--- src/rtl/approx_mult_arbiter.sv ---
// Round-robin arbiter sharing one external combinational approximate 8x8 multiplier
// among four requesters, with a private wrap-around accumulator per requester.
module approx_mult_arbiter #(
  parameter int ACC_W = 20
) (
  input  logic             clk,
  input  logic             rst_n,
  input  logic [3:0]       req_valid,
  input  logic [31:0]      req_a,
  input  logic [31:0]      req_b,
  input  logic [7:0]       req_op,
  output logic [3:0]       req_ready,
  output logic [7:0]       mult_a,
  output logic [7:0]       mult_b,
  input  logic [15:0]      mult_p,
  output logic             rsp_valid,
  output logic [1:0]       rsp_id,
  output logic [ACC_W-1:0] rsp_data,
  input  logic             rsp_ready
);

  typedef enum logic [1:0] {IDLE, ISSUE, RESP} state_t;

  localparam logic [1:0] OP_MUL  = 2'b00;
  localparam logic [1:0] OP_MAC  = 2'b01;
  localparam logic [1:0] OP_LOAD = 2'b10;

  state_t           state, state_nxt;
  logic [1:0]       last_grant;
  logic [1:0]       grant_id;
  logic             grant_any;
  logic [1:0]       cand;
  logic [7:0]       op_a, op_b;
  logic [1:0]       op_code;
  logic [1:0]       op_id;
  logic [ACC_W-1:0] acc [4];
  logic [ACC_W-1:0] result;

  // Operation result; MAC wraps modulo 2^ACC_W, CLR ignores the product.
  function automatic logic [ACC_W-1:0] op_result(input logic [1:0] op,
                                                 input logic [ACC_W-1:0] acc_cur,
                                                 input logic [15:0] p);
    logic [ACC_W-1:0] ext;
    ext = ACC_W'(p);
    case (op)
      OP_MUL:  op_result = ext;
      OP_MAC:  op_result = acc_cur + ext;
      OP_LOAD: op_result = ext;
      default: op_result = '0;
    endcase
  endfunction

  // Search starts one past the last winner and wraps; k==4 lands on last_grant itself.
  always_comb begin
    grant_any = 1'b0;
    grant_id  = last_grant;
    cand      = last_grant;
    for (int k = 1; k <= 4; k++) begin
      cand = last_grant + 2'(k);
      if (!grant_any && req_valid[cand]) begin
        grant_any = 1'b1;
        grant_id  = cand;
      end
    end
  end

  // req_ready is a Mealy output of IDLE: the accepting edge is the one that leaves IDLE.
  always_comb begin
    state_nxt = state;
    req_ready = 4'b0000;
    case (state)
      IDLE: begin
        if (grant_any) begin
          req_ready = 4'b0001 << grant_id;
          state_nxt = ISSUE;
        end
      end
      ISSUE:   state_nxt = RESP;
      RESP:    if (rsp_ready) state_nxt = IDLE;
      default: state_nxt = IDLE;
    endcase
    if (!rst_n) req_ready = 4'b0000;
  end

  assign mult_a = (state == ISSUE) ? op_a : 8'd0;
  assign mult_b = (state == ISSUE) ? op_b : 8'd0;
  assign result = op_result(op_code, acc[op_id], mult_p);

  always_ff @(posedge clk or negedge rst_n) begin
    if (!rst_n) begin
      state      <= IDLE;
      last_grant <= 2'd3;
      op_id      <= 2'd0;
      op_code    <= OP_MUL;
      rsp_valid  <= 1'b0;
      rsp_id     <= 2'd0;
      rsp_data   <= '0;
      for (int i = 0; i < 4; i++) acc[i] <= '0;
    end else begin
      state <= state_nxt;
      if (state == IDLE && grant_any) begin
        last_grant <= grant_id;
        op_id      <= grant_id;
        op_code    <= req_op[{grant_id, 1'b0} +: 2];
      end
      if (state == ISSUE) begin
        rsp_valid <= 1'b1;
        rsp_id    <= op_id;
        rsp_data  <= result;
        if (op_code != OP_MUL) acc[op_id] <= result;
      end
      if (state == RESP && rsp_ready) rsp_valid <= 1'b0;
    end
  end

  // Operand latch carries data only, so it needs no reset.
  always_ff @(posedge clk) begin
    if (state == IDLE && grant_any) begin
      op_a <= req_a[{grant_id, 3'b000} +: 8];
      op_b <= req_b[{grant_id, 3'b000} +: 8];
    end
  end

endmodule
--- config.mk ---
export PLATFORM = sky130hd
export DESIGN_NAME = approx_mult_arbiter
export DESIGN_NICKNAME = d
export VERILOG_FILES = /design/src/rtl/approx_mult_arbiter.sv
export SDC_FILE = /design/constraint.sdc
export NUM_CORES = 1
export LEC_CHECK = 0
export ABC_AREA = 1
export CORE_MARGIN = 1
export CORE_UTILIZATION = 40
export CTS_CLUSTER_SIZE = 20
export DETAILED_ROUTE_END_ITERATION = 7
export PLACE_DENSITY = 0.68
export SLEW_MARGIN = 40
export SYNTH_ARGS = -nofsm -noshare
export SYNTH_HDL_FRONTEND = slang
export SYNTH_SLANG_ARGS = --single-unit
--- constraint.sdc ---
create_clock -name clk -period 2.9 [get_ports clk]
set_input_delay 0.725 -clock clk [delete_from_list [all_inputs] [get_ports clk]]
set_output_delay 0.725 -clock clk [all_outputs]
set_load 0.03 [all_outputs]
-- Word level (Yosys, flattened, before mapping)
Index checks and enable logic that the tools add are counted.
- bits in registers: 127
- bits of input ports: 95
- output and inout port bits: 43
- logic and storage cells: 83
- $add $sub $neg: 4
- order comparisons: 6
- eq/ne operators: 6
- shift operators: 4
- multiplexer cells: 33
- bitwise logic cells: 1
- reduce and logical (&&, ||, !) cells: 16
- operators with widths (cell ; number):
    bitwise mux 80 bit ; 1
    indexed part select 32 x 6 -> 8 bit ; 2
    two-way mux 20 bit ; 3
    binary-select mux 20 bit (select 2 bit) ; 1
    demux 20 bit (select 2 bit) ; 1
    case mux 20 bit (2 select lines) ; 1
    adder 20 x 16 -> 20 bit ; 1
    two-way mux 8 bit ; 2
    < comparator 2 x 3 -> 1 bit (second input constant) ; 4
    two-way mux 2 bit ; 6
    two-way mux 4 bit ; 3
    two-way mux 1 bit ; 10
    binary-select mux 1 bit (select 2 bit) ; 4
    indexed part select 8 x 4 -> 2 bit ; 1
    logical AND 1 bit ; 6
    case mux 2 bit (3 select lines) ; 1
    adder 2 bit (second input constant) ; 2
    == test 2 x 1 -> 1 bit (second input constant) ; 2
    == test 2 bit (second input constant) ; 2
    logical NOT 2 bit ; 2
    inequality test 2 bit (second input constant) ; 2
    AND reduction 2 bit ; 2
    nonzero test 2 bit ; 2
    left shift 1 x 2 -> 4 bit (first input constant) ; 1
    6 further kinds ; 8

-- Logic depth before layout (Yosys ltp)
- depth after elaboration: 17
- gate-level depth with buffers: 20
- mapped depth without buffers: 19

-- Worst setup path after synthesis
OpenSTA, ideal clock, no wires.
- kind: input -> output
- from: in req_valid[1]
- to: out req_ready[1]
- arrival time: 2.434 ns
- data required time: 2.175 ns
- slack: -0.259 ns
- stages on the path: 10
- path buffers: 0
- path through: nand2_1 nand2_1 nand2_2 nand2_4 nor2_4 nand4_1 nand2_1 clkinv_1 nand2_1 nor3_1
- cells in the longest elaborated chain, start to end: 16
- RTL lines (element ; RTL line ; source):
    start: declaration ; 8 ; input logic [3:0] req_valid,
    binary-select mux 1 bit (select 2 bit) ; 60 ; if (!grant_any && req_valid[cand]) begin
    two-way mux 1 bit (not written as such) ; 60 ;
    two-way mux 1 bit ; 60 ;
    logical NOT 1 bit ; 60 ;
    logical AND 1 bit ; 60 ;
    two-way mux 1 bit ; 60 ;
    logical NOT 1 bit ; 60 ;
    logical AND 1 bit ; 60 ;
    two-way mux 1 bit ; 60 ;
    logical NOT 1 bit ; 60 ;
    logical AND 1 bit ; 60 ;
    two-way mux 2 bit ; 60 ;
    left shift 1 x 2 -> 4 bit ; 74 ; req_ready = 4'b0001 << grant_id;
    two-way mux 4 bit * ; 73 ; if (grant_any) begin
    two-way mux 4 bit * ; 71 ; case (state)
    two-way mux 4 bit * ; 82 ; if (!rst_n) req_ready = 4'b0000;
    end: declaration ; 12 ; output logic [3:0] req_ready,
Every way passes the cells marked *; elsewhere a longest branch is shown, timed or not. The select of a mux whose other input is x is not followed.

-- Final worst setup path
- from: reg last_grant[0]
- to: out req_ready[1]
- cells in the longest elaborated chain, start to end: 17
- RTL lines (element ; RTL line ; source):
    start: declaration ; 29 ; logic [1:0] last_grant;
    start signal: assignment ; 102 ; last_grant <= grant_id;
    adder 2 x 1 -> 2 bit ; 59 ; cand = last_grant + 2'(k);
    binary-select mux 1 bit (select 2 bit) ; 60 ;
    two-way mux 1 bit (not written as such) ; 60 ;
    two-way mux 1 bit ; 60 ;
    logical NOT 1 bit ; 60 ;
    logical AND 1 bit ; 60 ;
    two-way mux 1 bit ; 60 ;
    logical NOT 1 bit ; 60 ;
    logical AND 1 bit ; 60 ;
    two-way mux 1 bit ; 60 ;
    logical NOT 1 bit ; 60 ;
    logical AND 1 bit ; 60 ;
    two-way mux 2 bit ; 60 ;
    left shift 1 x 2 -> 4 bit ; 74 ;
    two-way mux 4 bit * ; 73 ;
    two-way mux 4 bit * ; 71 ;
    two-way mux 4 bit * ; 82 ;
Marks and branches as above.

==> metrics <==
post-detailed-routing wire length around 22000 um; fillers 1693; post-place instance area between 9000 and 10000 um^2; I/O Buffers 137; CTS tree built; clk sinks ~130; share of cells above drive strength 1 ~17%; Final Cell Area about 10000 um^2; count of state elements after synthesis about 130; Yosys top cell by area dfrtp_1; Ys Warns 0; core area about 18000 um^2; Combinational Power Share 63.8%; Seq/Total Area, Yosys between 40% and 50%; most common cell in the netlist nand2_1; Final period util 103%; ranking of synthesized cells by area dfrtp_1 (37%), nand2_1 (23%), edfxtp_1 (6.5%), nand3_1 (5.0%), inv_1 (4.3%); area share of the largest cell type after synthesis a little under two fifths; Hold Vio Cnt, Final 0; CTS Buf Count 17; Synth Flop Type dfrtp_1; count of different cell masters after synthesis 39; CP arrival 2.26 ns; Die X between 100 and 150 um; I/O pins about 140; Fmax achieved between 300 and 400 MHz; max-slew violation count 0; die height around 140 um; crit-path max FO 5; # DRC 0; Max Cap Viol 0; synth cell count leaders nand2_1 (451), dfrtp_1 (109), inv_1 (85); startpoint types flip-flop; largest net degree at the start of global routing roughly 110; Cell Int Power 7850 uW; ANT cells 0; PwrDens between 1000 and 1500 nW/um^2; Clk pwr share 14.0%; synthesized netlist cell count between 1000 and 1500; unrepaired setup endpoints after global routing true; skew final 0.0121 ns; WL/cell between 15 and 20 um; Setup crit end kind output port; reg2reg setup slack ~0.16 ns; DR iter-0 viols ~350; Area Overhead vs Synth 40.7%; peak supply drop 1.24 mV; DIE AREA 19100 um^2; GPL Wtd Cong 0.906; initial antenna violation count 0; static leakage between 0.005 and 0.006 uW; Initial DRT Pass Iterations 6; Starting Density roughly two fifths; row count approximately 50; Switch Pwr roughly 7200 uW; Place WS -0.316 ns; Mapped Area about 7400 um^2; worst-margin pin slew about 0.6 ns; vias after detailed routing around 7600; Setup WS post-layout -0.0864 ns; Slew headroom between 50% and 60%; Syn Nets 1145; Root Driver clkbuf_16; # setup viols final 4; Mapped Avg Cell Area around 7 um^2; first-pass GRT wire length 35600 um; fraction of power spent switching nets 47.8%; status finished with violations; clk buf depth 2; All-Layer GR Usage between 20% and 30%; Vias/cell between 5 and 6; Critical Path RT roughly 2.2 ns; violated checks negative setup slack; Post-synth ARST share between 80 and 90%; Post-synth EDFFs 16; grt ovf 0; Worst-path clk slew ~0.06 ns; hpwl dp 15600 um; Crit Path Class reg2out; fin nets between 1000 and 1500; sequential power share approximately 22%; vias in the first global route 7111; Skew-Pair Late Insertion Delay between 0.4 and 0.5 ns; number of routed nets with antenna violations 0; Period minus WS final between 2 and 3 ns; Min-Delay Path Class in2async; H-Tree Depth 4
-- sequential cells by signal (all words and copies together), names as in the netlist --
signal	count
op_b	8
rsp_data	20
op_a	8
acc	80
state	2
op_code	2
op_id	2
rsp_valid	1
last_grant	2
rsp_id	2
-- cells by family after synthesis --
kind of cell / Yosys count / synth area share, %
simple gates: 621 / 34.6
buf+inv: 135 / 7.79
fa+ha+maj: 17 / 2.97
compound gates: 132 / 10.5
flops: 127 / 44.0
xor+xnor: 1 / 0.118
-- power by group through the flow --
stage	Clock, uW	Combinational, uW	Sequential [uW]
6_report	2110	9600	3340
5_1_grt	2200	10600	3440
4_1_cts	2130	9050	3310
3_5_place_dp	0	8690	3320
3_3_place_gp	0	8580	3310
2_1_floorplan	0	5540	3490
-- stage by stage --
stage | setup TNS [ns] | utilization (%) | total power, uW | cells | hold WS [ns]
after floorplan | 0 | - | 9030 | 1033 | 0.429
after detailed placement | -5.05 | 52.1 | 12000 | 1429 | 0.465
after global routing | -0.812 | 57.8 | 16200 | 1473 | 0.488
after global placement | -4.18 | 52.0 | 11900 | 1429 | 0.462
after CTS | -0.363 | 56.2 | 14500 | 1469 | 0.483
final | -0.333 | 57.8 | 15000 | 1473 | 0.444
-- layout make-up --
cell class,count,area [um^2],area share [%]
clock inverters,13,130,1.25
inverters,96,372,3.57
clock buffers,19,454,4.36
well taps,229,287,2.75
multi-input cells,771,3900,37.5
flip-flops and latches,127,3260,31.3
repair buffers,218,2010,19.3
-- layout by cell type, fill, tap and decap left out, types with 3 or more instances in the layout --
cell type,synthesis,routed
o21ai_2,0,3
nor2_4,2,5
clkdlybuf4s50_1,0,121
inv_1,85,82
a31oi_1,9,9
o21ai_1,3,9
buf_4,4,83
clkinv_2,0,3
nand2_1,451,430
edfxtp_1,16,16
a21oi_1,25,21
a22oi_1,21,15
buf_6,5,3
o221ai_2,0,3
inv_6,0,3
nor2_1,53,49
o21ai_0,59,50
clkbuf_16,0,18
nor3_2,2,4
nor2_2,5,6
nand4_1,18,18
ha_1,16,13
dlymetal6s2s_1,0,4
inv_2,9,9
dfrtp_1,109,107
nand2_4,1,18
a22oi_2,0,6
clkinv_4,0,4
nand2_2,7,11
nand3_2,1,7
nand3b_1,3,3
dlygate4sd2_1,0,4
nand3_1,74,67
a21oi_2,0,4
o221ai_1,6,3
-- routing by layer --
| metal | wire, um | global-route usage, % |
|---|---|---|
| met5 | 0 | 0 |
| met4 | 196 | 5.90 |
| met1 | 9950 | 31.5 |
| met2 | 10500 | 37.6 |
| met3 | 1650 | 5.61 |
-- path summary, 6_finish.rpt --
kind,start,end,cells past startpoint
min in group clk,acc[16]$_DFFE_PN0P_,acc[16]$_DFFE_PN0P_,2
worst min-delay path,rst_n,acc[3]$_DFFE_PN0P_,2
worst min register to register,acc[16]$_DFFE_PN0P_,acc[16]$_DFFE_PN0P_,2
max in group asynchronous,rst_n,op_id[1]$_DFFE_PN0P_,2
worst max-delay path,last_grant[0]$_DFFE_PN1P_,req_ready[1],13
worst max register to register,op_id[0]$_DFFE_PN0P_,acc[76]$_DFFE_PN0P_,19
-- worst max-delay path, cell delays in order (launching register included) --
cell and delay (ns):
dfstp_2 0.60, buf_8 0.16, nand2_4 0.06, nand2_4 0.10
nand2_4 0.07, nand2_4 0.06, buf_6 0.10, nand2_4 0.05
nand2_2 0.07, nand2_2 0.07, nand2_4 0.11, inv_4 0.05
nor3_2 0.16, buf_4 0.18
-- timing repair --
item / CTS / global route
endpoints found under the hold margin: 0 / 0
pin swaps: 16 / 18
buffers inserted: 7 / 4
hold buffers: 0 / 0
endpoints found under the setup margin: 17 / 80
gates resized for setup: 38 / 67
gates cloned: 1 / 0
No activity file was read; power rests on OpenSTA's default activity.
